$ cat src/rtl/conv2x2_stream_if.sv
// conv2x2_stream_if: load/result stream bundle; master drives in_valid/in_row/in_kernel, slave returns out_valid/out_data
interface conv2x2_stream_if #(
  parameter int PIX_W = 3,
  parameter int DIM = 6,
  parameter int OUT_W = 8
);
  logic in_valid;
  logic [DIM*PIX_W-1:0] in_row;
  logic [4*PIX_W-1:0] in_kernel;
  logic out_valid;
  logic [OUT_W-1:0] out_data;
  modport master (output in_valid, in_row, in_kernel, input out_valid, out_data);
  modport slave (input in_valid, in_row, in_kernel, output out_valid, out_data);
endinterface

$ cat src/rtl/conv2x2_stream_engine.sv
// conv2x2_stream_engine: loads a DIMxDIM image plus DIM 2x2 kernels, then streams all valid 2x2 convolutions (ports: clk, rst, s = slave stream bundle)
module conv2x2_stream_engine #(
  parameter int PIX_W = 3,
  parameter int DIM = 6,
  parameter int OUT_W = 8
) (
  input logic clk,
  input logic rst,
  conv2x2_stream_if.slave s
);
  localparam int CW = $clog2(DIM);
  localparam int NOUT = DIM * (DIM - 1) * (DIM - 1);
  localparam int NW = $clog2(NOUT);
  localparam int PW = 2 * PIX_W;
  localparam logic [CW-1:0] LAST_RC = CW'(DIM - 2);
  localparam logic [CW-1:0] LAST_K = CW'(DIM - 1);
  typedef enum logic [1:0] {IDLE, LOAD, FILL, OUT} state_t;
  state_t state_q, state_d;
  logic [CW-1:0] load_cnt_q, load_cnt_d, k_q, k_d, r_q, r_d, c_q, c_d;
  logic [NW-1:0] out_cnt_q, out_cnt_d;
  logic [DIM*PIX_W-1:0] img_q [DIM], img_d [DIM];
  logic [4*PIX_W-1:0] ker_q [DIM], ker_d [DIM];
  logic [PW-1:0] prod_q [4], prod_d [4];
  logic [OUT_W-1:0] sum, out_data_q, out_data_d;
  logic out_valid_q, out_valid_d, adv;
  always_comb begin
    sum = OUT_W'(prod_q[0]) + OUT_W'(prod_q[1]) + OUT_W'(prod_q[2]) + OUT_W'(prod_q[3]);
    for (int i = 0; i < 4; i++)
      prod_d[i] = PW'(img_q[r_q + CW'(i / 2)][(int'(c_q) + i % 2) * PIX_W +: PIX_W]) * PW'(ker_q[k_q][i * PIX_W +: PIX_W]);
    state_d = state_q;
    load_cnt_d = load_cnt_q;
    out_cnt_d = out_cnt_q;
    img_d = img_q;
    ker_d = ker_q;
    out_valid_d = 1'b0;
    out_data_d = '0;
    adv = 1'b0;
    case (state_q)
      IDLE: begin
        out_cnt_d = '0;
        if (s.in_valid) begin
          img_d[0] = s.in_row;
          ker_d[0] = s.in_kernel;
          load_cnt_d = CW'(1);
          state_d = LOAD;
        end
      end
      LOAD: begin
        if (s.in_valid) begin
          img_d[load_cnt_q] = s.in_row;
          ker_d[load_cnt_q] = s.in_kernel;
          load_cnt_d = load_cnt_q + 1'b1;
          adv = load_cnt_q == LAST_K;
          state_d = load_cnt_q == LAST_K ? FILL : LOAD;
        end else
          state_d = IDLE;
      end
      FILL: begin
        state_d = OUT;
        adv = 1'b1;
        out_valid_d = 1'b1;
        out_data_d = sum;
        out_cnt_d = '0;
      end
      default: begin
        out_cnt_d = out_cnt_q + 1'b1;
        if (out_cnt_q == NW'(NOUT - 1))
          state_d = IDLE;
        else begin
          adv = 1'b1;
          out_valid_d = 1'b1;
          out_data_d = sum;
        end
      end
    endcase
    // product index leads the displayed index by one: it steps on entering FILL and every result cycle
    c_d = state_q == IDLE ? '0 : !adv ? c_q : c_q == LAST_RC ? '0 : c_q + 1'b1;
    r_d = state_q == IDLE ? '0 : !adv || c_q != LAST_RC ? r_q : r_q == LAST_RC ? '0 : r_q + 1'b1;
    k_d = state_q == IDLE ? '0 : !adv || c_q != LAST_RC || r_q != LAST_RC ? k_q : k_q == LAST_K ? '0 : k_q + 1'b1;
  end
  always_ff @(posedge clk) begin
    img_q <= img_d;
    ker_q <= ker_d;
    prod_q <= prod_d;
    if (rst) begin
      state_q <= IDLE;
      load_cnt_q <= '0;
      out_cnt_q <= '0;
      k_q <= '0;
      r_q <= '0;
      c_q <= '0;
      out_valid_q <= 1'b0;
      out_data_q <= '0;
    end else begin
      state_q <= state_d;
      load_cnt_q <= load_cnt_d;
      out_cnt_q <= out_cnt_d;
      k_q <= k_d;
      r_q <= r_d;
      c_q <= c_d;
      out_valid_q <= out_valid_d;
      out_data_q <= out_data_d;
    end
  end
  assign s.out_valid = out_valid_q;
  assign s.out_data = out_data_q;
endmodule

$ cat src/flat_wrapper.sv
// flat-port wrapper written by rule: the top's interface ports become plain ports
module conv2x2_stream_engine_flat 
#(
  parameter int PIX_W = 3,
  parameter int DIM = 6,
  parameter int OUT_W = 8
)
  (clk, rst, s_in_valid, s_in_row, s_in_kernel, s_out_valid, s_out_data);
  conv2x2_stream_if #(.PIX_W(PIX_W), .DIM(DIM), .OUT_W(OUT_W)) s_i ();
  input logic clk;
  input logic rst;
  input wire logic [$bits(s_i.in_valid)-1:0] s_in_valid;
  input wire logic [$bits(s_i.in_row)-1:0] s_in_row;
  input wire logic [$bits(s_i.in_kernel)-1:0] s_in_kernel;
  output wire logic [$bits(s_i.out_valid)-1:0] s_out_valid;
  output wire logic [$bits(s_i.out_data)-1:0] s_out_data;
  assign s_i.in_valid = s_in_valid;
  assign s_i.in_row = s_in_row;
  assign s_i.in_kernel = s_in_kernel;
  assign s_out_valid = s_i.out_valid;
  assign s_out_data = s_i.out_data;
  conv2x2_stream_engine #(.PIX_W(PIX_W), .DIM(DIM), .OUT_W(OUT_W)) u_core (.clk(clk), .rst(rst), .s(s_i));
endmodule
$ cat config.mk
export PLATFORM = sky130hd
export DESIGN_NAME = conv2x2_stream_engine_flat
export DESIGN_NICKNAME = d
export VERILOG_FILES = /design/src/rtl/conv2x2_stream_if.sv /design/src/rtl/conv2x2_stream_engine.sv /design/src/flat_wrapper.sv
export SDC_FILE = /design/constraint.sdc
export NUM_CORES = 1
export LEC_CHECK = 0
export BUFFER_PORTS_ARGS = -buffer_cell sky130_fd_sc_hd__buf_2
export CELL_PAD_IN_SITES_DETAIL_PLACEMENT = 0
export CELL_PAD_IN_SITES_GLOBAL_PLACEMENT = 1
export CORE_ASPECT_RATIO = 1.5
export CORE_UTILIZATION = 55
export CTS_CLUSTER_DIAMETER = 40
export DETAILED_ROUTE_END_ITERATION = 6
export MAX_ROUTING_LAYER = met4
export PLACE_DENSITY = 0.92
export SYNTH_ARGS = -nofsm -noshare
export SYNTH_HDL_FRONTEND = slang
export SYNTH_SLANG_ARGS = --single-unit
$ cat constraint.sdc
create_clock -name clk -period 15.25 [get_ports clk]
set_clock_uncertainty 0.1 [all_clocks]
set_input_delay 3.05 -clock clk [delete_from_list [all_inputs] [get_ports clk]]
set_output_delay 3.05 -clock clk [all_outputs]
set_load 0.02 [all_outputs]
==> impl_metrics.tcl, run 1 <==
set metrics [dict create \
    outcome "completed" \
    vias 8802 \
    die_x_um 127 \
    fillers 1774 \
    synthesis.area_per_instance_um2 12.3 \
    drc 0 \
    clk_latency_ps 550 \
    grt_pass1_wl_mm 50.9 \
    cts.clk_slew.worst_paths_ps 60 \
    ys_ff_latch 235 \
    synthToLayoutAreaGrowth_pct 10.9 \
    worst-path-buf-inv 5 \
    grt_max_degree 47 \
    max_stage_delay_ps 870 \
    slowest_stage "fa_1" \
    drive_gt1_share_pct 16.1 \
    finalSetupViolations 0 \
    dpl.hpwl_mm 23.1 \
    place.gp.congestion 1.01 \
    rsz0062_at_grt "false" \
    total_power_mw 1.74 \
    yosys_warnings 0 \
    critical_path_arrival_ps 6330 \
    grt_usage_pct 28.9 \
    port_buffers 41 \
    initial_utilization_pct 56.0 \
    ys_seq_area_share_pct 50.6 \
    r2r_slack_ps 9270 \
    place_inst 1323 \
    drtPass1Iterations 6 \
    antenna_found_initial 0 \
    cts_tree "built" \
    hold_depth 2 \
    crit_end "u_core.prod_q[15]" \
    cts_setup_buffers 0 \
    max_freq_mhz 167 \
    syn_area_um2 12900 \
    setup_ws_ps 9270 \
    clockBufferDepth 3 \
    n_antenna_cell 0 \
    synthArstFlopShare_pct 0 \
    yosysTopAreaCell "edfxtp_1" \
    final.setup.tns_ps 0 \
    netlist_top_cells_count "edfxtp_1, nor2_1, mux2i_1" \
    post-place-ws_ps 9360 \
    yosys.cell_count.top_type "edfxtp_1" \
    holdBufCountCts 0 \
    wl_per_cell_um 23.8 \
    cp_top_family "adder cells" \
    rr_worst_depth 16 \
    cp.required_ps 15600 \
    yosysTopAreaCellShare_pct 42.0 \
    synth_top_flop_cell "edfxtp_1" \
    hold_ws_ps 386 \
    core_area_um2 23000 \
    drt_iter0_drc 701 \
    grt_pass1_vias 8858 \
    synth.area.top_cells "edfxtp_1, dfxtp_1, mux4_2" \
    cts_buffers 27 \
    final-seq-area_um2 6510 \
    synth_cells 1043 \
    period_minus_slack_ps 5980 \
    worstMarginPinSlew_ps 1150 \
    routed_via_density 6.41 \
    fin_nets 1171 \
    period_share_pct 39.2 \
    dieArea_um2 24000 \
    cp-startpoint "u_core.c_q[0]" \
    cp.depth 16 \
    multi_input_area_um2 5900 \
    regToRegStartpoint "u_core.c_q[0]" \
    synth_nets 1142 \
    path_class "reg2reg" \
    max_slew_margin_pct 22.9 \
    layoutNonFillerInstCount 1373 \
    r2r-end "u_core.prod_q[15]" \
    h-tree-depth 1 \
    cp_cell_sequence "buf_4 -> inv_1 -> ha_1 -> ha_1 -> and2_1 -> fa_1 -> clkinv_1 -> o2111ai_1 -> o31ai_1 -> a2111oi_4 -> nor3_1 -> fa_1 -> ha_1 -> inv_1 -> fa_1 -> inv_1" \
    cts_root_buffer "clkbuf_16" \
    cts.sinks 235 \
    io_pins 42 \
    drv_cap 0 \
    power_leakage_nw 5.05 \
    ctsResizeCount 0 \
    critPathMaxFanout 46 \
    hold_class "reg2reg" \
    synth-edff-count 180 \
    ant_nets 0 \
    cp-start-kind "flop" \
    synthDistinctLibCells 78 \
    wl_mm 32.7 \
    slew_violations 0 \
    row_count 68 \
    grt-ovfl-total 0 \
    finalHoldViolCount 0 \
    die_y_um 189 \
    power_density_nw_per_um2 122 \
    peakVddDrop_mv 0.0989 \
    crit_path_end_kind "flop" \
]
tightest hold or removal path: stages, from the launching register on:
cell	delay, ps
dfxtp_1	330
nand2_1	60
a21oi_1	50
power breakdown:
part           internal, mW  leakage, nW  total (mW)  switching [mW]
Sequential            0.722         2.09       0.734          0.0123
Combinational         0.123         2.47       0.293           0.171
Clock                 0.432        0.483       0.709           0.277
final cells by class:
class	instances	share of cell area, %
inverters	52	1.37
repair buffers	57	2.28
clock inverters	18	1.88
well taps	280	2.45
flip-flops and latches	235	45.6
multi-input cells	699	41.3
clock buffers	32	5.08
how the worst min path moves through the flow:
| stage | from | endpoint |
|---|---|---|
| after detailed placement | u_core.k_q[2] | u_core.k_q[2] |
| final | u_core.k_q[2] | u_core.k_q[2] |
| after global routing | u_core.k_q[2] | u_core.k_q[2] |
| after floorplan | u_core.k_q[2] | u_core.k_q[2] |
| after CTS | u_core.k_q[2] | u_core.k_q[2] |
| after global placement | u_core.k_q[2] | u_core.k_q[2] |
placed cells by master, fill, tap and decap left out, types with 10 or more instances in the layout:
cell type	n
mux2_2	18
a21oi_1	50
nor2_1	84
fa_1	17
edfxtp_1	180
and2_1	56
nor2b_1	16
ha_1	49
a21o_1	12
clkbuf_16	27
xor2_1	12
nand2b_1	12
xnor2_1	10
mux4_2	31
buf_4	16
dfxtp_1	53
mux4_1	10
nor3_1	45
buf_2	41
o21ai_0	23
mux2i_1	60
inv_1	50
nand2_1	33
layer usage:
metal / up-vias / wire length [um] / global-route usage, %
met5: - / 0 / -
met4: 0 / 1930 / 15.1
met3: 107 / 1560 / 3.25
met2: 299 / 16500 / 48.5
met1: 4375 / 12600 / 34.3
li1: 4021 / - / -
flip-flops by register name, indices dropped and copies added (netlist names):
name,cells
u_core.img_q,108
u_core.s.out_data,8
u_core.c_q,3
u_core.load_cnt_q,3
u_core.r_q,3
u_core.k_q,3
u_core.s.out_valid,1
u_core.prod_q,24
u_core.state_q,2
u_core.out_cnt_q,8
u_core.ker_q,72
cell families after synthesis:
kind of cell	count (synthesis)	synth area share [%]
AOI/OAI and AO/OA	186	10.4
xor gates and xnor gates	23	1.57
adders and majority gates	66	7.41
buffers and inverters	109	3.96
DFF	235	50.6
muxes	121	13.9
and+or+nand+nor	303	12.3
per-stage QoR:
stage	cell area (um^2)	util [%]
3_3_place_gp	13300	57.8
2_1_floorplan	12900	-
4_1_cts	14300	62.1
3_5_place_dp	13300	57.8
5_1_grt	14300	62.1
6_report	14300	62.1
(Power assumes the default switching activity.)
==> inputs of run 2 (changes only) <==
Settings changed: CORE_UTILIZATION 55 to 52, PLACE_DENSITY 0.92 to 0.88.
Clock period 15.25 ns to 6 ns, I/O delays scaled along.
==> run 2 against run 1 <==
First-iteration DRC count grew 27%. Die area grew 5.7%. Clock power grew 130%. Clock-buffer cell count shrank 1. Largest cell class unchanged. Critical path type unchanged. Register-to-register slack lost 8500 ps. Maximum frequency grew 14%. Via count shrank 0.77%. Sequential share of layout area shrank 0.060 points. Critical endpoint is now u_core.prod_q[16]. Combinational power grew to 2.5 times the previous value. Worst hold slack gained 14 ps. Final cell count grew 3.6%. Non-clock buffer count grew 10.
==> impl_metrics.tcl, run 2 (synthesis results as in run 1) <==
set metrics [dict create \
    cts_buffers 24 \
    critical_path_arrival_ps 5590 \
    min_from "u_core.k_q[2]" \
    r2r-end "u_core.prod_q[16]" \
    grt_usage_pct 27.0 \
    max_slew_margin_pct 24.5 \
    grt_max_degree 63 \
    rsz0062_at_grt "false" \
    fillers 2029 \
    place.gp.congestion 1.02 \
    finalHoldViolCount 0 \
    detailed_place.area_um2 13400 \
    final_common_cell "edfxtp_1" \
    ctsResizeCount 0 \
    port_buffers 41 \
    cts_root_buffer "clkbuf_16" \
    p_switching_mw 1.11 \
    die_x_um 130 \
    r2r_slack_ps 740 \
    rr_worst_depth 16 \
    die_y_um 195 \
    drtPass1Iterations 6 \
    top_register "u_core.img_q" \
    outcome "completed" \
    finalSetupViolations 0 \
    post-place-ws_ps 752 \
    cts_setup_buffers 0 \
    cts.clk_slew.worst_paths_ps 70 \
    holdBufCountCts 0 \
    antenna_found_initial 1 \
    period_share_pct 87.7 \
    clk_latency_ps 540 \
    power_leakage_nw 5.04 \
    largest_register_ffs 108 \
    dpl.hpwl_mm 22.8 \
    drv_cap 0 \
    fin_nets 1178 \
    hold_class "reg2reg" \
    path_class "reg2reg" \
    reg_top3 "u_core.img_q x108, u_core.ker_q x72, u_core.prod_q x24" \
    initial_utilization_pct 52.9 \
    cp-start-kind "flop" \
    crit_path_end_kind "flop" \
    period_minus_slack_ps 5260 \
    synthToLayoutAreaGrowth_pct 11.0 \
    slew_violations 0 \
    core_area_um2 24300 \
    cts.sinks 235 \
    h-tree-depth 1 \
    power.share.combinational_pct 17.5 \
    hold_depth 2 \
    vias 8734 \
    io_pins 42 \
    p_int_mw 3.10 \
    dieArea_um2 25400 \
    grt_pass1_wl_mm 49.8 \
    seq_power_share_pct 44.3 \
    setup_ws_ps 736 \
    wl_mm 32.0 \
    design_area_um2 14300 \
    worst_hold_path.endpoint "u_core.k_q[2]" \
    cp.required_ps 6330 \
    critPathMaxFanout 11 \
    grt_pass1_vias 9027 \
    clkPwrFrac_pct 38.2 \
    drc 0 \
    regToRegStartpoint "u_core.c_q[1]" \
    drive_gt1_share_pct 16.4 \
    worstMarginPinSlew_ps 1130 \
    drt_iter0_drc 888 \
    fin_util_pct 58.7 \
    ant_nets 0 \
    peakVddDrop_mv 0.261 \
    grt-ovfl-total 0 \
    final.setup.tns_ps 0 \
    sw_frac_of_total_pct 26.4 \
    routed_via_density 6.14 \
    max_freq_mhz 190 \
    cp-startpoint "u_core.c_q[1]" \
    power_density_nw_per_um2 295 \
    row_count 70 \
    wl_per_cell_um 22.5 \
    final_cell_mix "edfxtp_1, nor2_1, mux2i_1" \
    cts_tree "built" \
    clockBufferDepth 3 \
]
==> run 2: cell types whose count changed in the layout (fill, tap and decap cells not counted), sizes merged <==
cell      change
inv           -1
buf          +10
clkbuf        -1
clkinvlp      -2
bufinv        -2
diode         +1
==> run 2: worst max-delay path, stage by stage, from the launching register on <==
cell       delay, ps
dfxtp_1          560
inv_1            340
ha_1             400
ha_1             310
and2_1           150
fa_1             470
buf_4            210
clkinv_1         310
o2111ai_1        310
o31ai_1          200
a2111oi_4        350
nor3_1           120
fa_1             560
ha_1             170
inv_1             50
fa_1             390
xnor2_1          140
==> run 2: per-layer routing <==
layer  track usage [%]  vias up  routed length [um]
met5                 -        -                   0
met4              11.8        0                1320
met3              3.28       81                1580
met2              46.2      304               16700
met1              31.4     4320               12400
li1                  -     4029                   -
==> run 2: area by class of cell <==
cell class,instances,area [um^2],area share (%)
Sequential cell,235,6510,45.6
Multi-Input combinational cell,699,5900,41.3
Clock buffer,31,688,4.82
Timing Repair Buffer,67,413,2.89
Tap cell,324,405,2.84
Inverter,52,195,1.37
Clock inverter,13,178,1.24
Antenna cell,1,2.50,0.0175
==> run 2: worst max path at each step <==
stage / end / slack [ps] / cells after the start
after global routing: u_core.prod_q[16] / 510 / 16
after global placement: u_core.prod_q[15] / 920 / 16
after CTS: u_core.prod_q[16] / 740 / 16
final: u_core.prod_q[16] / 740 / 16
after detailed placement: u_core.prod_q[16] / 750 / 16
after floorplan: u_core.prod_q[16] / 1200 / 17
==> run 2: power groups by stage <==
| stage | sequential, mW | clock [mW] | combinational [mW] |
|---|---|---|---|
| 2_1_floorplan | 1.89 | 0 | 0.547 |
| 3_3_place_gp | 1.90 | 0 | 0.716 |
| 3_5_place_dp | 1.90 | 0 | 0.736 |
| 4_1_cts | 1.86 | 1.63 | 0.747 |
| 5_1_grt | 1.87 | 1.70 | 0.828 |
| 6_report | 1.86 | 1.61 | 0.738 |
==> run 2: stage by stage <==
stage / hold slack, ps / std cells / power, mW
after floorplan: 358 / 1043 / 2.44
after global placement: 371 / 1377 / 2.61
after detailed placement: 378 / 1377 / 2.64
after CTS: 388 / 1421 / 4.24
after global routing: 437 / 1422 / 4.40
final: 400 / 1422 / 4.21
==> inputs of run 3 (changes only) <==
Settings changed: CORE_UTILIZATION 52 to 53, CTS_BUF_LIST set to sky130_fd_sc_hd__clkbuf_8, PLACE_DENSITY 0.88 to 0.89.
==> run 3 against run 2 <==
Critical path depth grew 2. Worst hold slack improved by 2.2 ps. Critical endpoint unchanged. Core utilization up 0.99 points. Clock-buffer cell count increased by 11. Worst setup slack improved by 120 ps.
==> impl_metrics.tcl, run 3 (synthesis results as in run 1) <==
set metrics [dict create \
    outcome "completed" \
    hold_depth 2 \
    rsz0062_at_grt "false" \
    drtPass1Iterations 5 \
    hold_ws_ps 402 \
    ctsResizeCount 0 \
    drv_cap 0 \
    cp-start-kind "flop" \
    final_common_cell "edfxtp_1" \
    wl_mm 33.2 \
    path_class "reg2reg" \
    cp.required_ps 6310 \
    port_buffers 41 \
    h-tree-depth 2 \
    die_x_um 129 \
    finalHoldViolCount 0 \
    critPathMaxFanout 21 \
    initial_utilization_pct 54.2 \
    detailed_place.area_um2 13400 \
    cts_tree "built" \
    vias 8794 \
    fin_nets 1194 \
    synthToLayoutAreaGrowth_pct 10.1 \
    drt_iter0_drc 746 \
    slew_violations 0 \
    drive_gt1_share_pct 17.2 \
    total_power_mw 3.98 \
    die_y_um 193 \
    ant_nets 0 \
    crit_path_end_kind "flop" \
    cts.clk_slew.worst_paths_ps 60 \
    grt-ovfl-total 0 \
    cts_root_buffer "clkbuf_8" \
    design_area_um2 14200 \
    period_minus_slack_ps 5150 \
    rr_worst_depth 18 \
    power_leakage_nw 5.04 \
    routed_via_density 6.11 \
    cts_buffers 37 \
    dieArea_um2 24900 \
    grt_pass1_wl_mm 50.7 \
    period_share_pct 85.8 \
    final.setup.tns_ps 0 \
    worstMarginPinSlew_ps 1170 \
    fin_util_pct 59.7 \
    final_cell_mix "edfxtp_1, nor2_1, mux2i_1" \
    grt_usage_pct 28.4 \
    cts_setup_buffers 0 \
    max_slew_margin_pct 22.0 \
    top_register "u_core.img_q" \
    cts.sinks 235 \
    n_antenna_cell 0 \
    grt_max_degree 42 \
    critical_path_arrival_ps 5460 \
    place.gp.congestion 1.01 \
    clk_latency_ps 550 \
    row_count 69 \
    max_freq_mhz 194 \
    reg_top3 "u_core.img_q x108, u_core.ker_q x72, u_core.prod_q x24" \
    peakVddDrop_mv 0.170 \
    drc 0 \
    clockBufferDepth 3 \
    power_density_nw_per_um2 281 \
    core_area_um2 23700 \
    holdBufCountCts 0 \
    finalSetupViolations 0 \
    grt_pass1_vias 8819 \
    wl_per_cell_um 23.0 \
    antenna_found_initial 0 \
    io_pins 42 \
    largest_register_ffs 108 \
    hold_class "reg2reg" \
    dpl.hpwl_mm 24.0 \
]
[run 3: cell types whose count changed in the layout (fill, tap and decap cells not counted), moves of 2 or more]
| cell | change |
|---|---|
| clkbuf_8 | +38 |
| clkbuf_16 | -25 |
| inv_1 | +8 |
| clkinv_1 | +5 |
| buf_4 | +4 |
| inv_6 | -3 |
| clkbuf_1 | -2 |
| clkinv_4 | +2 |
[run 3: final timing paths]
| path | from | to | slack (ps) |
|---|---|---|---|
| max reg2reg | u_core.c_q[0] | u_core.prod_q[16] | 850 |
| max | u_core.c_q[0] | u_core.prod_q[16] | 850 |
| min | u_core.state_q[1] | u_core.state_q[1] | 400 |
| min reg2reg | u_core.state_q[1] | u_core.state_q[1] | 400 |
[run 3: critical path, stage by stage, from the launching register on]
cell,delay [ps]
dfxtp_1,310
buf_4,240
inv_1,60
buf_4,210
ha_1,330
ha_1,310
and2_1,150
fa_1,480
buf_4,200
clkinv_1,320
o2111ai_1,320
o31ai_1,210
a2111oi_4,350
nor3_1,120
fa_1,560
ha_1,170
inv_1,60
fa_1,370
xnor2_1,130
[run 3: area by class of cell]
class | instances | area (um^2)
clock buffers | 42 | 578
clock inverters | 23 | 165
fillers | 1896 | 9570
inverters | 52 | 195
multi-input cells | 699 | 5900
flip-flops and latches | 235 | 6510
well taps | 319 | 399
repair buffers | 70 | 423
[run 3: where the power goes]
part	total (mW)	switching, mW	internal (mW)
logic	0.748	0.433	0.315
registers	1.87	0.0335	1.83
clock network	1.36	0.626	0.735
total	3.98	1.09	2.88
[run 3: stage by stage]
step	setup WS (ps)	std cells
floorplan	1200	1043
global placement	1030	1375
detailed placement	918	1375
CTS	880	1440
global route	502	1440
finish	852	1440
[run 3: layer usage]
metal / vias to the layer above / routed length (um) / part of all wire [%] / global-route usage, %
li1: 4075 / - / - / -
met4: 0 / 1700 / 5.1 / 15.0
met2: 310 / 16800 / 51 / 47.4
met3: 116 / 1650 / 5.0 / 4.30
met1: 4293 / 13000 / 39 / 33.1
met5: - / 0 / 0 / -
